<file path="config.mk">
export PLATFORM = sky130hd
export DESIGN_NAME = step_controller
export DESIGN_NICKNAME = d
export VERILOG_FILES = /design/src/rtl/step_controller.sv
export SDC_FILE = /design/constraint.sdc
export NUM_CORES = 1
export LEC_CHECK = 0
export BUFFER_PORTS_ARGS = -buffer_cell sky130_fd_sc_hd__buf_2
export CORE_ASPECT_RATIO = 2
export CORE_MARGIN = 2
export CORE_UTILIZATION = 40
export DETAILED_ROUTE_END_ITERATION = 7
export SLEW_MARGIN = 20
export SYNTH_ARGS = -nofsm -noshare
export SYNTH_HDL_FRONTEND = slang
export SYNTH_SLANG_ARGS = --single-unit
</file>
<file path="constraint.sdc">
create_clock -name clock_in -period 4.2 [get_ports clock_in]
set_input_delay 0.21 -clock clock_in [delete_from_list [all_inputs] [get_ports clock_in]]
set_output_delay 0.21 -clock clock_in [all_outputs]
set_load 0.005 [all_outputs]
</file>
<file path="src/rtl/step_controller.sv">
`default_nettype none
// ============================================================================
// Module      : step_controller
// Description : Execution-gating stage behind the clock divider. Converts the
//               divider's one-cycle slow tick into a one-cycle CPU enable
//               pulse, gated by a run switch, a single-step push-button and a
//               processor halt request. Counts issued enables for display.
//
// Ports       : clock_in   - system clock, all state on rising edge
//               reset      - asynchronous active-high reset
//               tick       - one-cycle pulse from the clock divider
//               run_sw     - free-running mode switch (asynchronous level)
//               step_btn   - single-step push-button (asynchronous level)
//               halt_in    - processor halt request (synchronous level)
//               cpu_en     - one-cycle execute-enable pulse
//               running    - high while in RUN
//               halted     - high while in HALT
//               step_count - issued cpu_en pulses, modulo 2^CNT_WIDTH
//
// Revision    : 1.0 - initial release
// ============================================================================
module step_controller #(
    parameter int CNT_WIDTH = 16
) (
    input  logic                 clock_in,
    input  logic                 reset,
    input  logic                 tick,
    input  logic                 run_sw,
    input  logic                 step_btn,
    input  logic                 halt_in,
    output logic                 cpu_en,
    output logic                 running,
    output logic                 halted,
    output logic [CNT_WIDTH-1:0] step_count
);

    typedef enum logic [1:0] {
        ST_IDLE      = 2'd0,
        ST_RUN       = 2'd1,
        ST_STEP_WAIT = 2'd2,
        ST_HALT      = 2'd3
    } state_t;

    // Input synchronizers and step edge detection
    logic r_run_meta;
    logic r_run_s;
    logic r_step_meta;
    logic r_step_s;
    logic r_step_prev;
    logic w_step_rise;

    logic r_step_pending;

    state_t r_state;
    state_t w_state_next;
    logic   w_fire;
    logic   w_clear_pending;

    logic                 r_cpu_en;
    logic                 r_running;
    logic                 r_halted;
    logic [CNT_WIDTH-1:0] r_step_count;

    assign w_step_rise = r_step_s & ~r_step_prev;

    always_ff @(posedge clock_in or posedge reset) begin
        if (reset) begin
            r_run_meta  <= 1'b0;
            r_run_s     <= 1'b0;
            r_step_meta <= 1'b0;
            r_step_s    <= 1'b0;
            r_step_prev <= 1'b0;
        end else begin
            r_run_meta  <= run_sw;
            r_run_s     <= r_run_meta;
            r_step_meta <= step_btn;
            r_step_s    <= r_step_meta;
            r_step_prev <= r_step_s;
        end
    end

    // Next-state and pulse decision. Priority inside each state is
    // halt_in, then run_s deassert, then tick.
    always_comb begin
        w_state_next    = r_state;
        w_fire          = 1'b0;
        // Presses seen while running or halted are thrown away.
        w_clear_pending = (r_state == ST_RUN) || (r_state == ST_HALT);
        case (r_state)
            ST_IDLE: begin
                if (halt_in) begin
                    w_state_next = ST_HALT;
                end else if (r_run_s) begin
                    w_state_next = ST_RUN;
                end else if (r_step_pending) begin
                    w_state_next = ST_STEP_WAIT;
                end
            end
            ST_RUN: begin
                if (halt_in) begin
                    w_state_next = ST_HALT;
                end else if (!r_run_s) begin
                    w_state_next = ST_IDLE;
                end else if (tick) begin
                    w_fire = 1'b1;
                end
            end
            ST_STEP_WAIT: begin
                // run_s is deliberately ignored until the step completes.
                if (halt_in) begin
                    w_state_next    = ST_HALT;
                    w_clear_pending = 1'b1;
                end else if (tick) begin
                    w_fire          = 1'b1;
                    w_clear_pending = 1'b1;
                    w_state_next    = ST_IDLE;
                end
            end
            ST_HALT: begin
                if (!r_run_s && !halt_in) begin
                    w_state_next = ST_IDLE;
                end
            end
            default: begin
                w_state_next = ST_IDLE;
            end
        endcase
    end

    always_ff @(posedge clock_in or posedge reset) begin
        if (reset) begin
            r_state        <= ST_IDLE;
            r_step_pending <= 1'b0;
            r_cpu_en       <= 1'b0;
            r_running      <= 1'b0;
            r_halted       <= 1'b0;
            r_step_count   <= '0;
        end else begin
            r_state <= w_state_next;
            // A clear (consume or discard) takes precedence over a new press
            // arriving on the same edge.
            if (w_clear_pending) begin
                r_step_pending <= 1'b0;
            end else if (w_step_rise) begin
                r_step_pending <= 1'b1;
            end
            r_cpu_en  <= w_fire;
            // Decoded from the next state so the flags move with the state.
            r_running <= (w_state_next == ST_RUN);
            r_halted  <= (w_state_next == ST_HALT);
            if (w_fire) begin
                r_step_count <= r_step_count + CNT_WIDTH'(1);
            end
        end
    end

    assign cpu_en     = r_cpu_en;
    assign running    = r_running;
    assign halted     = r_halted;
    assign step_count = r_step_count;

endmodule
`default_nettype wire

</file>
# Word level (Yosys, flattened, before mapping)
# Cells that the tools add are included.
[op_classes]
reduce_logical = 6
eq_ne = 5
addsub = 1
muxes = 19
n_bitwise = 2
[ops]
columns = ["cell", "count"]
rows = [
  ["adder 16 x 1 -> 16 bit, second input constant", 1],
  ["2-to-1 mux 2 bit", 8],
  ["2-to-1 mux 1 bit", 9],
  ["one-hot mux 2 bit (4 select lines)", 1],
  ["equality test 2 bit, second input constant", 3],
  ["equality test 2 x 1 -> 1 bit, second input constant", 2],
  ["zero test 1 bit", 2],
  ["zero test 2 bit", 1],
  ["one-hot mux 1 bit (2 select lines)", 1],
  ["nonzero test 2 bit", 1],
  ["bitwise AND 1 bit", 1],
  ["logical AND 1 bit", 1],
  ["logical OR 1 bit", 1],
  ["NOT 1 bit", 1],
]
[word_totals]
word_cells = 44
input_bits = 6
output_inout_bits = 19
regBits = 27

# Depth between registers and ports, before layout
[depth]
ltp_word = 6
ltp_mapped = 6

# Worst setup path after synthesis
# No wires, ideal clock.
[synth_timing]
path_type = "reg2reg"
from = "register r_state[0]"
to = "register r_step_count[14] (netlist: step_count[14])"
path_stages_with_launch = 7
setup_slack_ns = 2.526
period_less_slack_ns = 1.674
arrival_time_ns = 1.550
required_time_ns = 4.077
n_path_buf = 0
cell_sequence = "dfrtp_1 > inv_1 > ha_1 > nand3b_4 > nor4_4 > nand4_1 > xnor2_1"
[synth_between]
elab_chain_cells = 2
word_cells_on_any_way = 3
[synth_rtl]
columns = ["item", "line_no", "source"]
rows = [
  ["start: declaration", "54", "state_t r_state;"],
  ["start signal: assignment", "139", "r_state <= w_state_next;"],
  ["equality test 2 bit / equality test 2 x 1 -> 1 bit (equally long branches)", "89", "case (r_state)"],
  ["one-hot mux 1 bit (2 select lines) (*)", "89", ""],
  ["end signal: assignment", "152", "r_step_count <= r_step_count + CNT_WIDTH'(1);"],
  ["end: declaration", "62", "logic [CNT_WIDTH-1:0] r_step_count;"],
]
# Mark *: on every way between the ends. The rest lies on a longest branch, timed or not.
# A chain may end at the register's enable or synchronous reset.

# Worst setup path in the final report
# Ends and elaborated chain as after synthesis.

==> run_results.csv <==
group,metric,value,unit
yosys,synth_mux_area_share,0.923,%
cts,cts_made_buffers,3,
yosys,synthAdderAreaFrac,5.13,%
floorplanning,rows,28,
run_status,violations,"negative hold slack",
floorplanning,dieArea,0.00353,mm^2
yosys,synth.top_cell.area_share,55.4,%
cts,cts_setup_buffers,0,
drt,met3WireLength,64,um
cts,cts.repair.resized,0,
timing,slew_violations,0,
timing,rsz0062_at_grt,"false",
yosys,syn-num-nets,111,
timing,tightest_slew,0.570,ns
yosys,ys_ff_latch,27,
timing,fin_setup_tns,0,ns
power,max-vdd-ir-drop,0.269,mV
placement,placed_cell_area,0.00138,mm^2
cts,ctsHtreeMaxLevel,1,
yosys,synth_area,0.00122,mm^2
setup_path,worstSetupEndpointType,"register",
setup_path,worstSetupPathType,"register to register",
timing,fin_crit_sh,45.7,%
floorplanning,die_height,82.1,um
timing,skew,0.00142,ns
cells_and_area,layout.nets,140,
cts,cts_buffer_depth,2,
yosys,synthXorXnorAreaFrac,10.8,%
cells_and_area,layout_commonest_cell,"dfrtp_1",
placement,hpwl,1760,um
cts,tritoncts,"yes",
drt,viasPerCell,5.24,
setup_path,worstReg2RegStart,"r_state[0]",
floorplanning,ios,25,
cts,ctsHoldBuffers,0,
setup_path,critPathRequiredTime,4.36,ns
grt,grt_usage,14.3,%
drt,met1_length,933,um
grt,antenna_found_initial,0,
yosys,synth.yosys.seq_area_share,55.4,%
power,power_leakage,0.000736,uW
timing,timing.fmax,521,MHz
cells_and_area,final_util,48.5,%
power,switching_power,261,uW
power,pwr-share-clk,20.1,%
floorplanning,core,0.00294,mm^2
drt,dr_wl_met2,1260,um
floorplanning,start_util,41.5,%
cts,cts.sink_count,27,
cells_and_area,layout_common_cells,"27 x dfrtp_1, 24 x buf_2, 11 x xnor2_1, 7 x nand3_1, 6 x nand2_1",
yosys,ys_top_cells_by_area,"dfrtp_1 55%, xnor2_1 7.9%, ha_1 5.1%",
grt,grt_pass1_vias,845,
grt,grt_pass1_wl,3860,um
yosys,synth_simple_gate_area_share,16.9,%
power,switching_share,35.7,%
yosys,ys.flop_type,"dfrtp_1",
timing,hold_viol,27,
yosys,postSynthCellCount,100,
placement,place_congestion,0.870,
cts,cts-root-buf,"clkbuf_8",
power,combPwrFrac,32.8,%
yosys,synth_edf_count,0,
placement,pre_cts_ws,2.26,ns
yosys,synth_top_family_by_area,"simple AND/OR/NAND/NOR gates",
cells_and_area,syn2layout_area_growth,16.9,%
cells_and_area,stdcell_area,0.00143,mm^2
timing,setup-violations-final,0,
power,p_per_area,511,mW/mm^2
setup_path,r2r_setup_slack,2.28,ns
drt,drt_pre_antenna_iters,4,
cells_and_area,layout-drive-gt1-share,27.3,%
setup_path,crit_path_max_fanout,7,
yosys,ys_async_sr_fraction,100,%
timing,period_minus_slack,1.92,ns
yosys,ys_warn_count,0,
timing,max_slew_margin,61.9,%
power,p_int,469,uW
yosys,synth_cell_types,28,
worst_hold_path,hold_path.class,"input port to async pin",
run_status,status,"finished with violations",
placement,portBuffers,24,
setup_path,startpoint,"r_state[0]",
drt,vias,828,
job,maxCapViolations,0,
setup_path,r2r_cells,6,
setup_path,cp-start-kind,"register",
timing,whs,-0.0138,ns
drt,wl_per_cell,14.5,um
yosys,syn_avg_cell_area,12.2,um^2
drt,ant_nets,0,
grt,overflow,0,
yosys,synth-compound-area-share,9.64,%
grt,grt_max_degree,28,
drt,drtIter0Drc,11,
timing,fin_ws,2.28,ns
setup_path,critPathArrivalTime,2.08,ns
drt,top_layer,"met4",
drt,wl,2280,um
cts,clock_latency,0.27,ns
setup_path,crit_end,"step_count[14]",
floorplanning,fp.dieW,43.1,um
power,power_frac_seq,47.1,%
setup_path,r2r_end,"step_count[14]",
cts,clkTransAtPathRegs,0.09,ns
drt,route.detailed.drc,0,
cells_and_area,antennaDiodeCount,0,
yosys,synth_top_cell_by_area,"dfrtp_1",
[routing by layer]
| metal | GRT usage, % | vias to the layer above |
|---|---|---|
| li1 | - | 409 |
| met1 | 18.0 | 403 |
| met2 | 25.6 | 14 |
| met3 | 1.96 | 2 |
| met4 | 3.94 | 0 |
| met5 | 0 | - |
[worst max-delay path, cell delays in order, from the launching register on]
cell and delay (ns):
dfrtp_1 0.48, inv_1 0.11, ha_1 0.35, nand3b_4 0.13, nor4_4 0.42, nand4_1 0.17
xnor2_1 0.15
[layout make-up]
type / count / area (um^2)
Tap cell: 30 / 37.5
Clock buffer: 3 / 41.3
Multi-Input combinational cell: 69 / 529
Clock inverter: 1 / 7.51
Inverter: 4 / 15.0
Timing Repair Buffer: 24 / 120
Sequential cell: 27 / 676
Fill cell: 304 / 1520
[state kept, by name, indices dropped and copies added, names as in the netlist]
name / flops
running: 1
r_state: 2
halted: 1
r_step_meta: 1
r_step_prev: 1
cpu_en: 1
r_step_pending: 1
r_run_meta: 1
r_step_s: 1
step_count: 16
r_run_s: 1
[stage by stage]
stage / power (uW) / hold slack (ns) / cells
after floorplan: 514 / 0.241 / 100
after global placement: 581 / 0.320 / 154
after detailed placement: 589 / 0.319 / 154
after CTS: 735 / 0.0361 / 158
after global routing: 787 / 0.0248 / 158
final: 729 / -0.0138 / 158
[worst min path at each step]
stage	to	slack, ns	from
5_1_grt	r_step_prev	0.02	reset
3_5_place_dp	r_step_meta	0.32	step_btn
2_1_floorplan	r_run_meta	0.24	run_sw
6_report	r_step_prev	-0.01	reset
4_1_cts	r_step_meta	0.04	step_btn
3_3_place_gp	r_step_meta	0.32	step_btn
[cell families (layout without fill, tap and decap cells)]
logic type      count (synthesis)  in the layout
buf+inv                         4             32
xor+xnor                       15             15
simple gates                   30             30
fa+ha+maj                       5              5
mux                             1              1
flops                          27             27
compound gates                 18             18
[power groups by stage]
| stage | Sequential, uW | Clock, uW | Combinational, uW |
|---|---|---|---|
| final | 344 | 147 | 239 |
| after global routing | 351 | 163 | 274 |
| after CTS | 343 | 151 | 242 |
| after detailed placement | 348 | 0 | 241 |
| after global placement | 345 | 0 | 237 |
| after floorplan | 342 | 0 | 172 |
[synth_stat cells (2+ instances only)]
cell type and instances:
inv_1 4, nor2_1 2, a22oi_1 2, a21o_1 3, xor2_1 4, nand3_1 7, a21oi_1 3, dfrtp_1 27
and3_1 2, ha_1 5, nor4_4 2, nand4_1 3, o21ai_0 5, and4_1 2, nand2_1 6, xnor2_1 11
(Power assumes the default switching activity.)
